===== config.mk =====
export PLATFORM = sky130hd
export DESIGN_NAME = mult_share_arb
export DESIGN_NICKNAME = d
export VERILOG_FILES = /design/src/rtl/mult_share_arb.sv
export SDC_FILE = /design/constraint.sdc
export NUM_CORES = 1
export LEC_CHECK = 0
export CAP_MARGIN = 20
export CORE_AREA = 3 3 123 125
export CTS_CLUSTER_DIAMETER = 60
export CTS_CLUSTER_SIZE = 30
export DETAILED_ROUTE_END_ITERATION = 7
export DIE_AREA = 0 0 126 128
export PLACE_DENSITY = 0.75
export SLEW_MARGIN = 25
export SYNTH_ARGS = -nofsm -noshare
export SYNTH_HDL_FRONTEND = slang
export SYNTH_SLANG_ARGS = --single-unit

===== constraint.sdc =====
create_clock -name clk -period 4 [get_ports clk]
set_clock_uncertainty 0.2 [all_clocks]
set_input_delay 0.8 -clock clk [delete_from_list [all_inputs] [get_ports clk]]
set_output_delay 0.8 -clock clk [all_outputs]
set_load 0.02 [all_outputs]

===== src/rtl/mult_share_arb.sv =====
// Round-robin share of one PIPE-deep 3-lane 6x8 multiplier among NREQ requesters, with a tag shadow pipe routing products home.
// Latency PIPE cycles plus stall cycles; an unaccepted result freezes the whole multiplier through m_clk_en.
module mult_share_arb #(
   parameter int NREQ = 4,
   parameter int PIPE = 4
) (
   input  logic                 clk,
   input  logic                 rst_n,
   input  logic [NREQ-1:0]      req_valid,
   output logic [NREQ-1:0]      req_ready,
   input  logic [NREQ*18-1:0]   req_a,
   input  logic [NREQ*24-1:0]   req_b,
   output logic [NREQ-1:0]      resp_valid,
   input  logic [NREQ-1:0]      resp_ready,
   output logic [41:0]          resp_data,
   output logic                 m_clk_en,
   output logic                 m_in_valid,
   output logic [17:0]          m_dataa,
   output logic [23:0]          m_datab,
   input  logic [41:0]          m_data,
   input  logic                 m_valid,
   output logic                 busy,
   output logic                 err
);
   localparam int IDW = (NREQ > 1) ? $clog2(NREQ) : 1;
   typedef logic [IDW-1:0] id_t;

   logic [PIPE-1:0]          tv_q, tv_d;
   logic [PIPE-1:0][IDW-1:0] tid_q, tid_d;
   id_t                      ptr_q, ptr_d;
   logic                     err_q, err_d;
   logic                     stall;
   logic                     grant;
   id_t                      win;
   id_t                      out_id;

   assign out_id   = tid_q[PIPE-1];
   assign stall    = tv_q[PIPE-1] & ~resp_ready[out_id];
   assign m_clk_en = ~stall;

   // Search starts one past the last winner so every requester gets a turn.
   always_comb begin : arb
      int   idx;
      logic hit;
      idx = 0;
      hit = 1'b0;
      win = '0;
      for (int k = 1; k <= NREQ; k++) begin
         idx = int'(ptr_q) + k;
         if (idx >= NREQ) idx = idx - NREQ;
         if (!hit && req_valid[idx]) begin
            hit = 1'b1;
            win = id_t'(idx);
         end
      end
      // rst_n gating keeps the multiplier input idle while reset is held.
      grant = hit & m_clk_en & rst_n;
   end

   always_comb begin
      req_ready = '0;
      m_dataa   = '0;
      m_datab   = '0;
      if (grant) begin
         req_ready[win] = 1'b1;
         m_dataa        = req_a[int'(win)*18 +: 18];
         m_datab        = req_b[int'(win)*24 +: 24];
      end
   end

   assign m_in_valid = grant;
   assign ptr_d      = grant ? win : ptr_q;

   always_comb begin
      tv_d  = tv_q;
      tid_d = tid_q;
      if (m_clk_en) begin
         for (int i = PIPE-1; i > 0; i--) begin
            tv_d[i]  = tv_q[i-1];
            tid_d[i] = tid_q[i-1];
         end
         tv_d[0]  = grant;
         tid_d[0] = win;
      end
   end

   always_comb begin
      resp_valid = '0;
      for (int i = 0; i < NREQ; i++) begin
         resp_valid[i] = tv_q[PIPE-1] && (out_id == id_t'(i));
      end
   end

   assign resp_data = m_data;
   assign busy      = |tv_q;
   assign err_d     = err_q | (m_clk_en & (m_valid != tv_q[PIPE-1]));
   assign err       = err_q;

   always_ff @(posedge clk or negedge rst_n) begin
      if (!rst_n) begin
         tv_q  <= '0;
         tid_q <= '0;
         ptr_q <= id_t'(NREQ-1);
         err_q <= 1'b0;
      end else begin
         tv_q  <= tv_d;
         tid_q <= tid_d;
         ptr_q <= ptr_d;
         err_q <= err_d;
      end
   end
endmodule


# Word-level counts from Yosys, hierarchy flattened
# Cells that the tools add are included.
# totals
mem_bits_ro	0
mem_count	0
out_inout_bits	96
ram_bits	0
word_cells	85
reg_bits	15
latch_bits	0
# classes
addsub	8
div_mod_pow	0
n_reduce_logical	13
bitwise_logic	7
n_eq_ne	4
n_lt_le_gt_ge	11
mul	2
n_shift	2
mux	31
# op_table
op	count
32-bit by 4-bit < comparator with 1-bit output, second input constant	4
32-bit two-way mux	4
96-bit by 8-bit variable part select with 24-bit output	1
72-bit by 8-bit variable part select with 18-bit output	1
24-bit two-way mux	1
18-bit two-way mux	1
1-bit two-way mux	14
3-bit by 3-bit subtractor with 4-bit output, second input constant	3
1-bit binary-select mux with 2-bit select	5
3-bit greater-or-equal comparator, second input constant	3
1-bit logical AND	8
2-bit two-way mux	4
2-bit by 2-bit adder with 3-bit output, second input constant	2
2-bit by 3-bit < comparator with 1-bit output, second input constant	2
2-bit by 4-bit multiplier with 6-bit output, second input constant	1
4-bit by 3-bit subtractor with 5-bit output, second input constant	1
2-bit by 3-bit adder with 4-bit output, second input constant	1
1-bit AND	4
2-bit == test, second input constant	2
4-bit by 3-bit greater-or-equal comparator with 1-bit output, second input constant	1
2-bit by 2-bit multiplier with 4-bit output, second input constant	1
4-bit two-way mux	1
4-bit OR reduction	1
2-bit by 1-bit adder with 3-bit output, second input constant	1
8 further kinds	11

# Logic depth before layout (Yosys ltp)
# logic_depth
depth_word	21
mapped_depth	7

# Least setup slack after synthesis
# No wires, ideal clock.
# synth_path
path_kind	input to output
startpoint	input req_valid[3]
endpoint	output m_datab[10]
setup_slack_ps	868
t_arrival_ps	2132
n_path_buf	2
stages	7
cell_sequence	o41a_1 -> o221ai_4 -> inv_2 -> and2_1 -> buf_6 -> buf_6 -> a22o_1
# synth_via
elab_chain_len	16
elab_cells_between_ends	31
cone_classes	mul: 1; shift: 1; mux: 21; bitwise: 2; reduce/logical: 6
# synth_rtl
item	line	source
start, declared	9	input logic [NREQ-1:0] req_valid,
1-bit binary-select mux with 2-bit select	51	if (!hit && req_valid[idx]) begin
1-bit two-way mux (implied by the code) (2 in series)	51	
1-bit two-way mux	51	
1-bit logical NOT	51	
1-bit logical AND	51	
1-bit two-way mux	51	
1-bit logical NOT	51	
1-bit logical AND	51	
1-bit two-way mux	51	
1-bit logical NOT	51	
1-bit logical AND	51	
1-bit two-way mux *	51	
1-bit AND * (2 in series)	57	grant = hit & m_clk_en & rst_n;
via m_in_valid	17	output logic m_in_valid,
24-bit two-way mux *	64	if (grant) begin
end, declared	19	output logic [23:0] m_datab,
# Mark *: on every way through the listed nets, which the timed path passes. The rest lies on a longest branch. The select of a mux whose other input is x is not followed.

# Worst setup path in the final report
# layout_path
startpoint	input req_valid[1]
endpoint	output m_datab[1]
# layout_via
elab_chain_len	16
elab_cells_between_ends	31
cone_classes	mul: 1; shift: 1; mux: 21; bitwise: 2; reduce/logical: 6
# layout_rtl
item	line
1-bit binary-select mux with 2-bit select	51
1-bit two-way mux (implied by the code) (2 in series)	51
1-bit two-way mux	51
1-bit logical NOT	51
1-bit logical AND	51
1-bit two-way mux	51
1-bit logical NOT	51
1-bit logical AND	51
1-bit two-way mux	51
1-bit logical NOT	51
1-bit logical AND	51
2-bit two-way mux / 1-bit two-way mux (equally long branches)	51
2-bit by 2-bit multiplier with 4-bit output / 1-bit AND (equally long branches)	67, 57
96-bit by 8-bit variable part select with 24-bit output / 1-bit AND (equally long branches)	67, 57
24-bit two-way mux *	64
# Every way passes the cells marked *; elsewhere a longest branch is shown, timed or not. The select of a mux whose other input is x is not followed.

==> results.sh <==
export IMPL_grt_pass1_wl_um=30800
export IMPL_power_density_nw_per_um2=443
export IMPL_io_buffers=232
export IMPL_finish_utilization_pct=52.7
export IMPL_slew_viol_final=0
export IMPL_maxCapViolCount=0
export IMPL_synthCells=665
export IMPL_synthArstFlopShare_pct=100
export IMPL_rsz0062_at_grt="false"
export IMPL_die_w_um=126
export IMPL_yosys_warnings=0
export IMPL_cts_buffers=3
export IMPL_io_pins=317
export IMPL_r2r_setup_slack_ns=1.82
export IMPL_crit_path_max_fanout=11
export IMPL_grt_max_degree=56
export IMPL_clkSinkCount=15
export IMPL_num_antenna_cells=0
export IMPL_synthTopCellsByArea="a22oi_1, o211ai_1, nor2b_1"
export IMPL_rows=43
export IMPL_placed_cell_area_um2=7310
export IMPL_gr_usage_all_layers_pct=22.5
export IMPL_run_status="complete, no violations"
export IMPL_fin_area_um2=7370
export IMPL_firstDrtPassIters=5
export IMPL_cts_buffer_depth=2
export IMPL_cts_tree="done"
export IMPL_drt_wl_total_um=19800
export IMPL_yosysSeqAreaShare_pct=7.98
export IMPL_nNetsFinal=1065
export IMPL_relSlewSlack_pct=75.3
export IMPL_ys_types=35
export IMPL_hold_path_class="reg -> reg"
export IMPL_cp_required_ns=3.00
export IMPL_gr_total_overflow=0
export IMPL_die_h_um=128
export IMPL_antenna_found_initial=0
export IMPL_wl_per_cell_um=19.4
export IMPL_clk_latency_ns=0.24
export IMPL_holdWs_ns=0.280
export IMPL_startpoint="req_valid[1]"
export IMPL_fmax_ghz=0.253
export IMPL_finalWeightedCongestion=0.899
export IMPL_area_growth_pct=55.6
export IMPL_r2r_start="out_id[1]"
export IMPL_vias=6093
export IMPL_layout_drive_gt1_share_pct=13.3
export IMPL_grt_pass1_vias=5962
export IMPL_arrival_ns=2.95
export IMPL_worstSetupPathType="in -> out"
export IMPL_dr_first_iter_drc_count=409
export IMPL_vias_per_cell=5.96
export IMPL_end_kind="output pin"
export IMPL_hold_depth=1
export IMPL_syn_nets=886
export IMPL_synth_edff_count=0
export IMPL_initial_core_util_pct=33.9
export IMPL_ys_ff_latch=15
export IMPL_worst_slew_pin_slew_ns=0.371
export IMPL_syn_avg_cell_area_um2=7.12
export IMPL_period_needed_ns=3.95
export IMPL_die_area_um2=16100
export IMPL_reg2regPathDepth=5
export IMPL_hpwlAfterDp_um=14200
export IMPL_crit_end="m_datab[1]"
export IMPL_hold_viol_final=0
export IMPL_synth_commonest_cells="inv_1, nor2b_1, a22oi_1, o211ai_1, clkbuf_1"
export IMPL_yosys_area_top_type_share_pct=13.3
export IMPL_coreArea_um2=14000
export IMPL_clk_pin_slew_ns=0.05
export IMPL_timing_rr_end="tid_q[5]"
export IMPL_min_period_over_period_pct=98.7
export IMPL_h_tree_depth=1
export IMPL_yosysTopAreaCell="a22oi_1"
export IMPL_power_leakage_nw=2.90
export IMPL_synth_ff_type="dfrtp_1"
export IMPL_antenna_left=0
export IMPL_root_buffer="clkbuf_16"
export IMPL_critPathLaunchType="input pin"
export IMPL_drcViolationCount=0
export IMPL_yosysMostFrequentCell="inv_1"
export IMPL_irDropWorstVdd_mv=0.252
export IMPL_setup_viol=0
export IMPL_mappedNetlistArea_um2=4740
cell type report:
cell class                      count  area (um^2)
Fill cell                        1368         6620
Inverter                           92          345
Timing Repair Buffer              299         3010
Tap cell                          180          225
Sequential cell                    15          378
Clock buffer                        4         78.8
Multi-Input combinational cell    433         3340
state kept, by name, summed over array words and instances (netlist names):
name	cells
err	1
out_id	2
ptr_q	2
tid_q	6
tv_q	4
timing repair:
action | 4_1_cts | 5_1_grt
setup buffers | 2 | 0
hold buffers | 0 | 0
hold endpoints to repair | 0 | 0
gates cloned | 0 | 1
setup endpoints to repair | 46 | 35
resized for setup | 55 | 57
pin swaps | 1 | 1
kinds of logic (layout without fill, tap and decap cells):
logic type             Yosys count  count (layout)  share of synthesized area, %
AO/OA/AOI/OAI                  312             312                          52.9
buffers and inverters          217             395                          22.5
AND/OR/NAND/NOR                111             111                          14.1
flip-flops                      15              15                          7.98
multiplexers                    10              10                          2.54
worst max-delay path: stages:
cell and delay (ns):
clkdlybuf4s50_1 0.44, mux2_4 0.30, a21o_4 0.30, buf_4 0.19, o311ai_0 0.35, a22o_1 0.20
clkdlybuf4s15_1 0.35
worst min path at each step:
stage	to	from	slack, ns
after floorplan	tid_q[0]	tid_q[0]	0.25
after global placement	err	err	0.25
after detailed placement	tv_q[3]	tv_q[2]	0.27
after CTS	err	err	0.28
after global routing	tid_q[0]	tid_q[0]	0.30
final	tv_q[3]	tv_q[2]	0.28
where the power goes:
group	total (mW)	internal [mW]	switching, mW
sequential	0.302	0.235	0.0669
clock	0.195	0.135	0.0603
combinational	2.77	1.27	1.50
routing by layer:
layer / global-route usage (%) / share of wire [%] / vias up
met5: 0 / 0 / -
met4: 8.52 / 3.3 / 0
met3: 4.00 / 7.7 / 62
met2: 39.7 / 50 / 298
met1: 27.3 / 39 / 2869
li1: - / - / 2864
through the flow:
| stage | TNS, ns | total power [mW] | std cells | setup slack (ns) |
|---|---|---|---|---|
| final | 0 | 3.27 | 1023 | 0.0521 |
| after detailed placement | -10.86 | 3.11 | 1016 | -0.330 |
| after floorplan | 0 | 2.00 | 665 | 0.868 |
| after global routing | 0 | 3.50 | 1023 | 0.000907 |
| after global placement | -10.21 | 3.09 | 1016 | -0.336 |
| after CTS | 0 | 3.23 | 1022 | 0.0345 |
cell usage in the layout (no fill, tap or decap), types with 2 or more instances in the layout:
cell type	n
o21ai_0	4
and2_1	2
a22oi_1	84
clkbuf_2	17
nand2_1	3
nor2_1	10
o311ai_1	57
buf_12	19
dfrtp_1	13
o211ai_1	84
clkdlybuf4s15_1	14
clkbuf_16	4
buf_6	3
a21oi_1	4
buf_4	43
nor2b_1	87
clkdlybuf4s50_1	186
dfstp_2	2
inv_2	2
mux2_4	2
inv_1	90
o311ai_0	27
a22o_1	42
dlygate4sd2_1	15
or2_2	2
o22ai_1	2
mux2_2	8
(Power assumes the default switching activity.)
==> RTL change 1: new RTL, same flow settings <==
Set the parameter `PIPE` to 3 (it was 4).
--- a/src/rtl/mult_share_arb.sv
+++ b/src/rtl/mult_share_arb.sv
@@ -3,5 +3,5 @@
 module mult_share_arb #(
    parameter int NREQ = 4,
-   parameter int PIPE = 4
+   parameter int PIPE = 3
 ) (
    input  logic                 clk,
Check against the original RTL: not equivalent (a bounded check fails within 4 cycles, from zero or initial values and one cycle with rst_n low).
==> RTL change 1 against the original RTL <==
The run now ends with negative setup slack left. Critical endpoint is now m_datab[17]. Routed wire length shrank 45%. Setup slack worse by 0.17 ns. Utilization down 19 points. Design area fell by 35%. Clock power rose by 6%. Sequential power shrank 18%. Sequential cell count shrank 3. Die area unchanged. Area after synthesis is 53% lower. Total power fell by 28%. Largest cell class is now buffers.
==> RTL change 1: results (changes against the original RTL) <==
[sta]
setup_viol = 10  ; +10
timing.setup.tns_ns = -0.658  ; -0.658 ns
holdWs_ns = 0.286  ; +0.00585 ns
fin_ws_ns = -0.123  ; -0.175 ns

[run_status]
status = finished with violations
violations = negative setup slack

[worst_hold_path]
min_path_cells = 2  ; +1
hold_path.startpoint = tid_q[0]
hold_end = tid_q[2]

[synth]
synth_area_leaders = mux2i_1 39%, buf_4 15%, dfrtp_1 11%, o22ai_1 9.8%, nand2_1 4.1%
ys_top_cells_by_count = 87 x mux2i_1, 43 x buf_4, 35 x o22ai_1
syn_inst = 265  ; -60%
yosysSeqAreaShare_pct = 13.6  ; +5.6 points
synth_fp_nets = 486  ; -45%

[routing]
wl_met2_um = 5750  ; -42%
wl_um = 10800  ; -45%
routed-wl-met3_um = 1320  ; -14%
dr.pass1.iters = 4  ; -1

[critical_path]
crit_end = m_datab[17]
r2r_slack_ns = 2.03  ; +0.21 ns
crit_fanout = 17  ; +6

[layout]
fill_cells = 1432  ; +4.7%
seq_area_um2 = 303  ; -20%
stdcell_count = 647  ; -37%
largestRegisters = tid_q x4, tv_q x3
drive_above_1_share_pct = 11.1  ; -2.2 points
fin_nets = 689  ; -35%

[global_routing]
grt_usage_pct = 12.0  ; -11 points
grt_pass1_vias = 2903  ; -51%
grt_util_met3_pct = 5.00  ; +1.0 points
use_met1_pct = 12.1  ; -15 points

[place]
dp_slack_ns = -0.223  ; +0.107 ns

[power]
ir_drop_mv = 0.210  ; -17%
total_leakage_power_nw = 2.18  ; -25%

[RTL change 1: cell types whose count changed in the layout (fill, tap and decap cells not counted), moves of 57 or more]
cell and change:
o311ai_1 -57, a22oi_1 -84, mux2i_1 +85, o211ai_1 -83
nor2b_1 -84, inv_1 -87
[RTL change 1: layout make-up]
| cell class | instances | area share, % |
|---|---|---|
| Timing Repair Buffer | 261 | 55.0 |
| Clock buffer | 4 | 1.86 |
| Inverter | 4 | 0.315 |
| Tap cell | 180 | 4.73 |
| Multi-Input combinational cell | 186 | 31.8 |
| Sequential cell | 12 | 6.35 |
[RTL change 1: what timing repair did]
action | 4_1_cts | 5_1_grt
buffers inserted | 0 | 0
hold buffers | 0 | 0
gates resized for setup | 34 | 8
setup endpoints to repair | 45 | 20
cloned | 0 | 1
[RTL change 1: report_power, final]
part           switching (mW)  internal, mW  total [mW]
clock                  0.0562         0.151       0.207
combinational           0.931         0.980        1.91
sequential             0.0606         0.187       0.248
==> RTL change 2: new RTL, same settings <==
Without the edit above. Register the output `err` once more, with the module's reset; this adds one clock of latency there. The other outputs are not delayed to match.
--- a/src/rtl/mult_share_arb.sv
+++ b/src/rtl/mult_share_arb.sv
@@ -95,5 +95,11 @@
    assign busy      = |tv_q;
    assign err_d     = err_q | (m_clk_en & (m_valid != tv_q[PIPE-1]));
-   assign err       = err_q;
+   always_ff @(posedge clk or negedge rst_n) begin
+      if (!rst_n) begin
+         err <= '0;
+      end else begin
+         err <= err_q;
+      end
+   end
 
    always_ff @(posedge clk or negedge rst_n) begin
Check against the original RTL: not equivalent (Yosys sat finds a counterexample within 4 cycles, from zero or initial values and one cycle with rst_n low).
==> RTL change 2 against the original RTL <==
Worst hold slack got worse by 0.092 ns. Combinational power fell by 1%. Setup slack improved by 0.026 ns. Sequential share of layout area rose by 0.31 points. Clock power rose by 9%. Design area rose by 0.51%. Total power fell by 0.39%. Sequential cell count rose by 1. Area after synthesis rose by 0.53%. Routed wire length fell by 2.2%. Sequential power rose by 3%. Fmax rose by 0.66%. Critical endpoint is now m_datab[10]. Largest cell class unchanged.
==> RTL change 2: results (changes against the original RTL) <==
[run_status]
status = finished clean

[global_routing]
antenna_found_initial = 0  ; unchanged
grt_max_degree = 54  ; -3.6%
grt_pass1_wl_um = 29800  ; -3.2%
grt_pass1_vias = 5693  ; -4.5%
grt_usage_pct = 21.9  ; -0.62 points

[power]
ir_drop_mv = 0.245  ; -2.8%
total_leakage_power_nw = 2.94  ; +1.2%

[critical_path]
worstPathArrival_ns = 2.92  ; -0.03 ns
reg2reg_from = out_id[1]
crit_fanout = 19  ; +8
r2r_end = tv_q[2]
reg2regPathDepth = 5  ; unchanged
r2r_slack_ns = 1.87  ; +0.05 ns

[layout]
fin_nets = 1056  ; -0.85%
fill_cells = 1316  ; -3.8%
drive_above_1_share_pct = 12.9  ; -0.34 points
diodes = 0  ; unchanged
largestRegisters = tid_q x6, tv_q x4

[synth]
synthFlopType = dfrtp_1
synth_warnings = 0  ; unchanged
syn_inst = 666  ; +0.15%
ys_top_cells_by_count = 91 x inv_1, 88 x nor2b_1, 84 x a22oi_1, 84 x o211ai_1, 57 x clkbuf_1
postSynth.asyncResetShare_pct = 100  ; unchanged
yosysSeqAreaShare_pct = 8.46  ; +0.48 points
synth_area_leaders = a22oi_1 13%, o211ai_1 13%, nor2b_1 12%, o311ai_1 8.5%, a22o_1 7.7%
ys_types = 35  ; unchanged
synth_fp_nets = 887  ; +0.11%

[cts]
clk_pin_slew_ns = 0.05  ; about the same
cts_root_buf = clkbuf_16
clock_path_buffers = 2  ; unchanged
cts_max_level = 1  ; unchanged
cts_buffers = 3  ; unchanged
clock_latency_ns = 0.25

[routing]
drt_iter0_markers = 409  ; unchanged
dr.pass1.iters = 5  ; unchanged
wl_per_cell_um = 19.1  ; -1.4%
via_per_inst = 5.93  ; -0.49%
wl_um = 19400  ; -2.2%

[sta]
worst_pin_slew_ns = 0.577  ; +0.206 ns

[place]
dp_hpwl_um = 13700  ; -3.3%
place_congestion = 0.875  ; -2.6%
dp_slack_ns = -0.471  ; -0.141 ns
port_buffers = 232  ; unchanged
dp_cells = 1008  ; -0.79%

[worst_hold_path]
hold_end = err
min_path_cells = 0  ; -1
hold_class = flip-flop to flip-flop
hold_path.startpoint = err_q

[RTL change 2: cell count changes in the layout (fill, tap and decap cells not counted), sizes merged]
| cell | before | now |
|---|---|---|
| dlygate4sd2 | 15 | 28 |
| clkbuf | 22 | 12 |
| buf | 66 | 57 |
| clkdlybuf4s15 | 14 | 10 |
| clkdlybuf4s50 | 186 | 184 |
| dlymetal6s2s | 0 | 2 |
| dfrtp | 13 | 14 |
[RTL change 2: logic make-up (layout without fill, tap and decap cells)]
group | after synthesis | in the layout | share of synthesized area (%)
and+or+nand+nor | 111 | 111 | 14.0
AOI/OAI and AO/OA | 312 | 312 | 52.6
muxes | 10 | 10 | 2.52
buffers and inverters | 217 | 385 | 22.3
DFF | 16 | 16 | 8.46
[RTL change 2: worst max path at each step]
stage | start | end | slack [ns] | depth (start not counted)
finish | req_valid[0] | m_datab[10] | 0.08 | 10
global route | req_valid[0] | m_datab[10] | -0.03 | 10
CTS | req_valid[1] | m_datab[23] | -0.002 | 8
detailed placement | req_valid[1] | m_datab[6] | -0.47 | 8
global placement | req_valid[3] | m_datab[21] | -0.55 | 6
floorplan | req_valid[3] | m_datab[10] | 0.87 | 7
[RTL change 2: timing repair]
action	in CTS	in global routing
pin swaps	1	0
gates resized for setup	91	40
endpoints found under the setup margin	46	45
setup buffers	2	0
[RTL change 2: critical path: stages]
cell and delay [ns]:
clkdlybuf4s50_1 0.51, buf_4 0.16, a21boi_4 0.06, buf_4 0.16, buf_12 0.15, buf_4 0.15
o211ai_1 0.22, o311ai_2 0.14, a22o_1 0.24, dlygate4sd2_1 0.31
[RTL change 2: stage by stage]
stage | hold slack (ns) | cell area (µm²) | power [mW]
CTS | 0.188 | 7360 | 3.22
global placement | 0.172 | 7190 | 3.01
finish | 0.188 | 7410 | 3.25
global route | 0.197 | 7410 | 3.49
floorplan | 0.154 | 4760 | 2.01
detailed placement | 0.178 | 7220 | 3.04
[RTL change 2: routing by layer]
metal  GRT usage, %  vias up  part of all wire, %
li1               -     2851                    -
met1           28.1     2842                   42
met2           38.4      269                   49
met4           6.25        0                  2.9
met5              0        -                    0
met3           2.92       48                  6.5
[RTL change 2: final cells by class]
type / instances / area [µm²] / area share (%)
timing repair buffer: 289 / 2930 / 39.5
inverter: 92 / 345 / 4.66
sequential: 16 / 403 / 5.44
multi-input combinational: 433 / 3420 / 46.1
tap: 180 / 225 / 3.04
clock buffer: 4 / 88.8 / 1.20
[RTL change 2: power by group]
part           leakage (nW)  internal, mW  total [mW]  switching [mW]
clock                0.0442         0.152       0.212          0.0606
sequential            0.183         0.245       0.312          0.0676
combinational          2.71          1.24        2.73            1.49
total                  2.94          1.63        3.25            1.62
